==> src/rtl/codec_cfg_pkg.sv <==
// Shared definitions for the WM8731 configuration sequencer.
// Holds the FSM state encoding, the codec register addresses and the
// power-up register table sent over I2C.
package codec_cfg_pkg;

    typedef enum logic [3:0] {
        ST_IDLE,
        ST_PWRUP,
        ST_LOAD,
        ST_ISSUE,
        ST_WAIT,
        ST_RETRY,
        ST_GAP,
        ST_FINISH,
        ST_FAIL
    } state_t;

    // WM8731 register addresses (7-bit)
    localparam logic [6:0] R0  = 7'h00;  // left line in
    localparam logic [6:0] R1  = 7'h01;  // right line in
    localparam logic [6:0] R2  = 7'h02;  // left headphone out
    localparam logic [6:0] R3  = 7'h03;  // right headphone out
    localparam logic [6:0] R4  = 7'h04;  // analogue path
    localparam logic [6:0] R5  = 7'h05;  // digital path
    localparam logic [6:0] R6  = 7'h06;  // power down
    localparam logic [6:0] R7  = 7'h07;  // digital interface format
    localparam logic [6:0] R8  = 7'h08;  // sampling control
    localparam logic [6:0] R9  = 7'h09;  // active control
    localparam logic [6:0] R15 = 7'h0F;  // reset

    localparam int TABLE_LEN = 11;

    // Table entries are {reg_addr[6:0], reg_val[8:0]}; element 0 is sent first.
    localparam logic [0:TABLE_LEN-1][15:0] CFG_TABLE = {
        {R15, 9'h000},  // soft reset
        {R0,  9'h017},
        {R1,  9'h017},
        {R2,  9'h079},
        {R3,  9'h079},
        {R4,  9'h012},
        {R5,  9'h000},
        {R6,  9'h000},
        {R7,  9'h042},
        {R8,  9'h000},
        {R9,  9'h001}   // activate interface last
    };

endpackage

==> src/rtl/codec_cfg_rom.sv <==
// Combinational lookup from table index to the full 24-bit I2C word
// {DEV_ADDR, reg_addr, reg_val}. Indices past the table return an
// all-zero register field.
module codec_cfg_rom
    import codec_cfg_pkg::*;
#(
    parameter logic [7:0] DEV_ADDR = 8'h34
) (
    input  logic [3:0]  index,
    output logic [23:0] word
);

    logic [15:0] entry;

    // Table lookup with out-of-range guard
    always_comb begin
        entry = 16'h0000;
        if (int'(index) < TABLE_LEN) begin
            entry = CFG_TABLE[index];
        end
        word = {DEV_ADDR, entry};
    end

endmodule

==> src/rtl/codec_cfg_sequencer.sv <==
// WM8731 configuration sequencer: walks the register table after reset
// or init_req, issuing one I2C word per entry with NACK retries.
// Optional macro CODEC_CFG_TIMEOUT_EN adds a done watchdog in WAIT that
// treats a missing i2c_done as a NACK.
module codec_cfg_sequencer
    import codec_cfg_pkg::*;
#(
    parameter int          NUM_REGS       = 11,
    parameter logic [7:0]  DEV_ADDR       = 8'h34,
    parameter int          MAX_RETRY      = 3,
    parameter logic [15:0] PWRUP_CYCLES   = 16'd50000,
    parameter logic [7:0]  GAP_CYCLES     = 8'd200,
    parameter logic [19:0] TIMEOUT_CYCLES = 20'd100000
) (
    input  logic        clk,
    input  logic        rst,
    input  logic        init_req,
    output logic        i2c_start,
    output logic [23:0] i2c_data,
    input  logic        i2c_done,
    input  logic        i2c_ack,
    output logic        cfg_busy,
    output logic        cfg_done,
    output logic        cfg_error,
    output logic [3:0]  err_index
);

    localparam logic [1:0] MAX_R    = 2'(MAX_RETRY);
    localparam logic [3:0] LAST_IDX = 4'(NUM_REGS - 1);

    state_t      state;
    logic [15:0] cnt;      // shared PWRUP / GAP delay counter
    logic [3:0]  index;
    logic [1:0]  retry;
    logic        acked;    // last WAIT ended with ACK (vs. NACK/retry)
    logic [23:0] rom_word;
`ifdef CODEC_CFG_TIMEOUT_EN
    logic [19:0] wd_cnt;
`endif

    codec_cfg_rom #(
        .DEV_ADDR (DEV_ADDR)
    ) u_rom (
        .index (index),
        .word  (rom_word)
    );

    // Sequencer FSM with registered outputs
    always_ff @(posedge clk or posedge rst) begin
        if (rst) begin
            state     <= ST_PWRUP;
            cnt       <= '0;
            index     <= '0;
            retry     <= '0;
            acked     <= 1'b0;
            i2c_start <= 1'b0;
            i2c_data  <= '0;
            cfg_busy  <= 1'b0;
            cfg_done  <= 1'b0;
            cfg_error <= 1'b0;
            err_index <= '0;
`ifdef CODEC_CFG_TIMEOUT_EN
            wd_cnt    <= '0;
`endif
        end else begin
            i2c_start <= 1'b0;
            case (state)
                ST_IDLE: begin
                    if (init_req) begin
                        cnt      <= '0;
                        cfg_busy <= 1'b1;
                        state    <= ST_PWRUP;
                    end
                end
                ST_PWRUP: begin
                    cfg_busy <= 1'b1;
                    if (cnt == PWRUP_CYCLES) begin
                        cnt   <= '0;
                        index <= '0;
                        retry <= '0;
                        state <= ST_LOAD;
                    end else begin
                        cnt <= cnt + 16'd1;
                    end
                end
                ST_LOAD: begin
                    i2c_data  <= rom_word;
                    i2c_start <= 1'b1;
                    state     <= ST_ISSUE;
                end
                ST_ISSUE: begin
                    // a done pulse coincident with start is not ours
`ifdef CODEC_CFG_TIMEOUT_EN
                    wd_cnt <= '0;
`endif
                    state <= ST_WAIT;
                end
                ST_WAIT: begin
                    if (i2c_done) begin
                        acked <= i2c_ack;
                        cnt   <= '0;
                        state <= i2c_ack ? ST_GAP : ST_RETRY;
                    end
`ifdef CODEC_CFG_TIMEOUT_EN
                    else if (wd_cnt == TIMEOUT_CYCLES - 20'd1) begin
                        acked <= 1'b0;
                        cnt   <= '0;
                        state <= ST_RETRY;
                    end else begin
                        wd_cnt <= wd_cnt + 20'd1;
                    end
`endif
                end
                ST_RETRY: begin
                    if (retry < MAX_R) begin
                        retry <= retry + 2'd1;
                        cnt   <= '0;
                        state <= ST_GAP;
                    end else begin
                        cfg_error <= 1'b1;
                        err_index <= index;
                        cfg_busy  <= 1'b0;
                        state     <= ST_FAIL;
                    end
                end
                ST_GAP: begin
                    if (cnt + 16'd1 >= {8'd0, GAP_CYCLES}) begin
                        cnt <= '0;
                        if (!acked) begin
                            state <= ST_LOAD;
                        end else if (index == LAST_IDX) begin
                            cfg_done <= 1'b1;
                            cfg_busy <= 1'b0;
                            state    <= ST_FINISH;
                        end else begin
                            index <= index + 4'd1;
                            retry <= '0;
                            state <= ST_LOAD;
                        end
                    end else begin
                        cnt <= cnt + 16'd1;
                    end
                end
                ST_FINISH, ST_FAIL: begin
                    if (init_req) begin
                        cfg_done  <= 1'b0;
                        cfg_error <= 1'b0;
                        err_index <= '0;
                        cfg_busy  <= 1'b1;
                        cnt       <= '0;
                        state     <= ST_PWRUP;
                    end
                end
                default: state <= ST_IDLE;
            endcase
        end
    end

endmodule
==> config.mk <==
export PLATFORM = sky130hd
export DESIGN_NAME = codec_cfg_sequencer
export DESIGN_NICKNAME = d
export VERILOG_FILES = /design/src/rtl/codec_cfg_pkg.sv /design/src/rtl/codec_cfg_rom.sv /design/src/rtl/codec_cfg_sequencer.sv
export SDC_FILE = /design/constraint.sdc
export NUM_CORES = 1
export LEC_CHECK = 0
export BUFFER_PORTS_ARGS = -buffer_cell sky130_fd_sc_hd__buf_4
export CORE_ASPECT_RATIO = 0.5
export CORE_UTILIZATION = 56
export CTS_BUF_LIST = sky130_fd_sc_hd__clkbuf_8
export DETAILED_ROUTE_END_ITERATION = 8
export GPL_ROUTABILITY_DRIVEN = 1
export PLACE_DENSITY = 0.8
export SYNTH_ARGS = -nofsm -noshare
export SYNTH_HDL_FRONTEND = slang
export SYNTH_HIERARCHICAL = 1
export SYNTH_SLANG_ARGS = --single-unit
export TNS_END_PERCENT = 30
==> constraint.sdc <==
create_clock -name clk -period 2.15 [get_ports clk]
set_clock_uncertainty 0.1 [all_clocks]
set_input_delay 0.3225 -clock clk [delete_from_list [all_inputs] [get_ports clk]]
set_output_delay 0.3225 -clock clk [all_outputs]
set_load 0.01 [all_outputs]
==> impl_metrics.ini <==
[status]
outcome = finished with violations
violations = DRC, setup timing

[pwr]
fin_total_pwr_mw = 4.715
p_leak_nw = 2.144
power_per_cell_area_mw_per_mm2 = 1018
vdd_ir_drop_max_v = 0.0008134

[worst_setup_path]
path_delay_family = simple AND/OR/NAND/NOR gates
cp-end-kind = register
cpMaxStageDelayCell = or4_4
cp_num_buf_inv = 2
crit_type = register to register
crit_chain = nand4_4 -> or4_4 -> a21oi_4 -> nand4_4 -> buf_4 -> o21ai_4 -> buf_6 -> o21ai_1 -> o21ai_1
cp.required_ps = 2320
critPathLaunchType = register
slowest_delay_ps = 560
worstPathMaxFanout = 5
arrival_ps = 2520

[clock_network]
root_buffer = clkbuf_8
clock_latency_ps = 350
cts_tree = done
cts_sinks = 59
cts_made_buffers = 9
clockBufferDepth = 2
h-tree-depth = 3
clk_pin_slew_ps = 70

[sta]
min_period_ps = 2351
rsz0062_at_grt = yes
fin_crit_sh_pct = 109.4
tns_ps = -2844
setup_violations = 21
drv_slew = 0
timing.final.ws_setup_ps = -201.1
worst_hold_slack_ps = 134.6
fmax_mhz = 425.3
finalHoldViolations = 0

[logic_synthesis]
yosys.area.top_type_share_pct = 40.45
ys_warn_count = 6
ys_ff_latch = 59
yosysUniqueCellTypes = 59
async_flop_share_pct = 100.0
ys.flop_type = dfrtp_1
postSynthCellCount = 375
synth-edff-count = 0
ys_top_cells_by_area = dfrtp_1, mux2_2, ha_1
yosysTopAreaCell = dfrtp_1
yosysSeqAreaShare_pct = 41.18
netlist_area_sq_mm = 0.003588
synth_area_per_cell_sq_um = 9.569

[placement]
port_buffers = 36
post-place-cells = 529
place_congestion = 0.9189
post-dp-hpwl_um = 6482

[finish]
stdcell_count = 554
seqCellArea_sq_mm = 0.001490
diodes = 0
final_nets = 477
multi_input_area_sq_mm = 0.001977
drive_above_1_share_pct = 39.27
fill_cells = 412
area_growth_pct = 29.01

[detailed_routing]
vias = 3211
drc = 2
finalWirelength_um = 9125
drt_pass1_iterations = 7
antenna_left = 0
drtIter0Drc = 350
routed_via_density = 5.796
wl_per_cell_um = 16.47

[global_route]
grt_overflow = 0
grt_pass1_vias = 3103
antenna_found_initial = 0
grt_max_degree = 49
grt.total_usage_pct = 29.22
grt_pass1_wl_um = 14790

[floorplan]
coreArea_sq_mm = 0.006131
ios = 37
rows = 20
die_h_um = 58.61
dieArea_sq_mm = 0.006752
die_w_um = 115.2
start_util_pct = 58.53

[flow_run]
maxCapViolCount = 0

[hold_path]
hold_class = input pin to register
[cells in the final DEF (no fill, tap or decap), types with 7 or more instances in the layout]
cell,instances
clkbuf_8,10
nand3_1,12
and3_1,9
mux2_2,27
mux2i_1,8
a31oi_1,7
conb_1,13
o21ai_1,13
nor3_1,7
inv_1,18
buf_4,95
dfrtp_1,48
ha_1,10
a21oi_1,16
o21ai_0,12
dfrtp_2,10
nand2_1,23
nor2_1,28
[synth_stat cells, types with 4 or more instances]
master	count
o21ai_1	11
nand3_1	15
o21ai_0	15
a31oi_1	7
nand4_1	6
and3_1	10
xnor2_1	5
nand2b_1	4
ha_1	11
clkbuf_1	13
a21oi_1	19
nor2_1	29
mux2_2	27
nor3_1	8
buf_4	14
a22o_1	5
buf_2	6
inv_1	19
dfrtp_1	58
nand2_1	23
o31ai_1	6
mux2i_1	9
[what timing repair did]
item,in CTS,in global routing
pin swaps,11,2
resized for setup,17,12
hold buffers,1,0
setup endpoints to repair,23,25
hold endpoints to repair,11,0
buffers inserted,4,4
[registers in the layout, indices dropped and copies added (netlist names)]
register	count
acked	1
cnt	16
cfg_busy	1
state	4
i2c_data	24
err_index	4
i2c_start	1
cfg_error	1
retry	2
index	4
cfg_done	1
[where the power goes]
part | internal, mW | total, mW | switching (mW)
clock | 0.448 | 0.911 | 0.464
combinational | 1.07 | 2.17 | 1.10
sequential | 1.39 | 1.63 | 0.242
total | 2.91 | 4.71 | 1.81
[cell type report]
class | count | share of cell area (%)
tap | 88 | 2.378
inverter | 19 | 1.541
sequential | 59 | 32.19
timing repair buffer | 101 | 17.30
multi-input combinational | 271 | 42.70
clock inverter | 6 | 0.9189
clock buffer | 10 | 2.973
[path summary, 6_finish.rpt]
path / start / to / slack [ps] / depth (start not counted)
worst min-delay path: i2c_ack / acked / 130 / 2
worst max register to register: cnt[4] / index[2] / -200 / 9
worst min register to register: retry[0] / retry[0] / 400 / 1
min in group asynchronous: rst / cnt[4] / 370 / 3
max in group asynchronous: rst / state[0] / 1000 / 4
worst max-delay path: cnt[4] / index[2] / -200 / 9
[stage by stage]
stage / utilization [%] / worst slack (ps) / cell area (sq um)
floorplan: - / -133.5 / 3691
detailed placement: 70.06 / -290.2 / 4295
global placement: 70.06 / -159.3 / 4295
global route: 75.51 / -316.1 / 4629
finish: 75.51 / -201.1 / 4629
CTS: 74.37 / -152.1 / 4559
[cells by family after synthesis]
family          Yosys count  share of synthesized area, %
compound gates           83                         14.75
buf+inv                  56                         8.159
simple gates            117                         17.99
fa+ha+maj                11                         3.835
flops                    59                         41.18
xor+xnor                  8                         1.953
other cells               2                        0.2093
mux                      39                         11.92
[layer usage]
metal  up-vias  track usage [%]  wire length, um
met2       140            52.58             4675
li1       1481                -                -
met5         -                0                0
met1      1559            34.25             3663
met3        31            7.724              521
met4         0            10.95              264
Power figures use the tool's default switching activity.
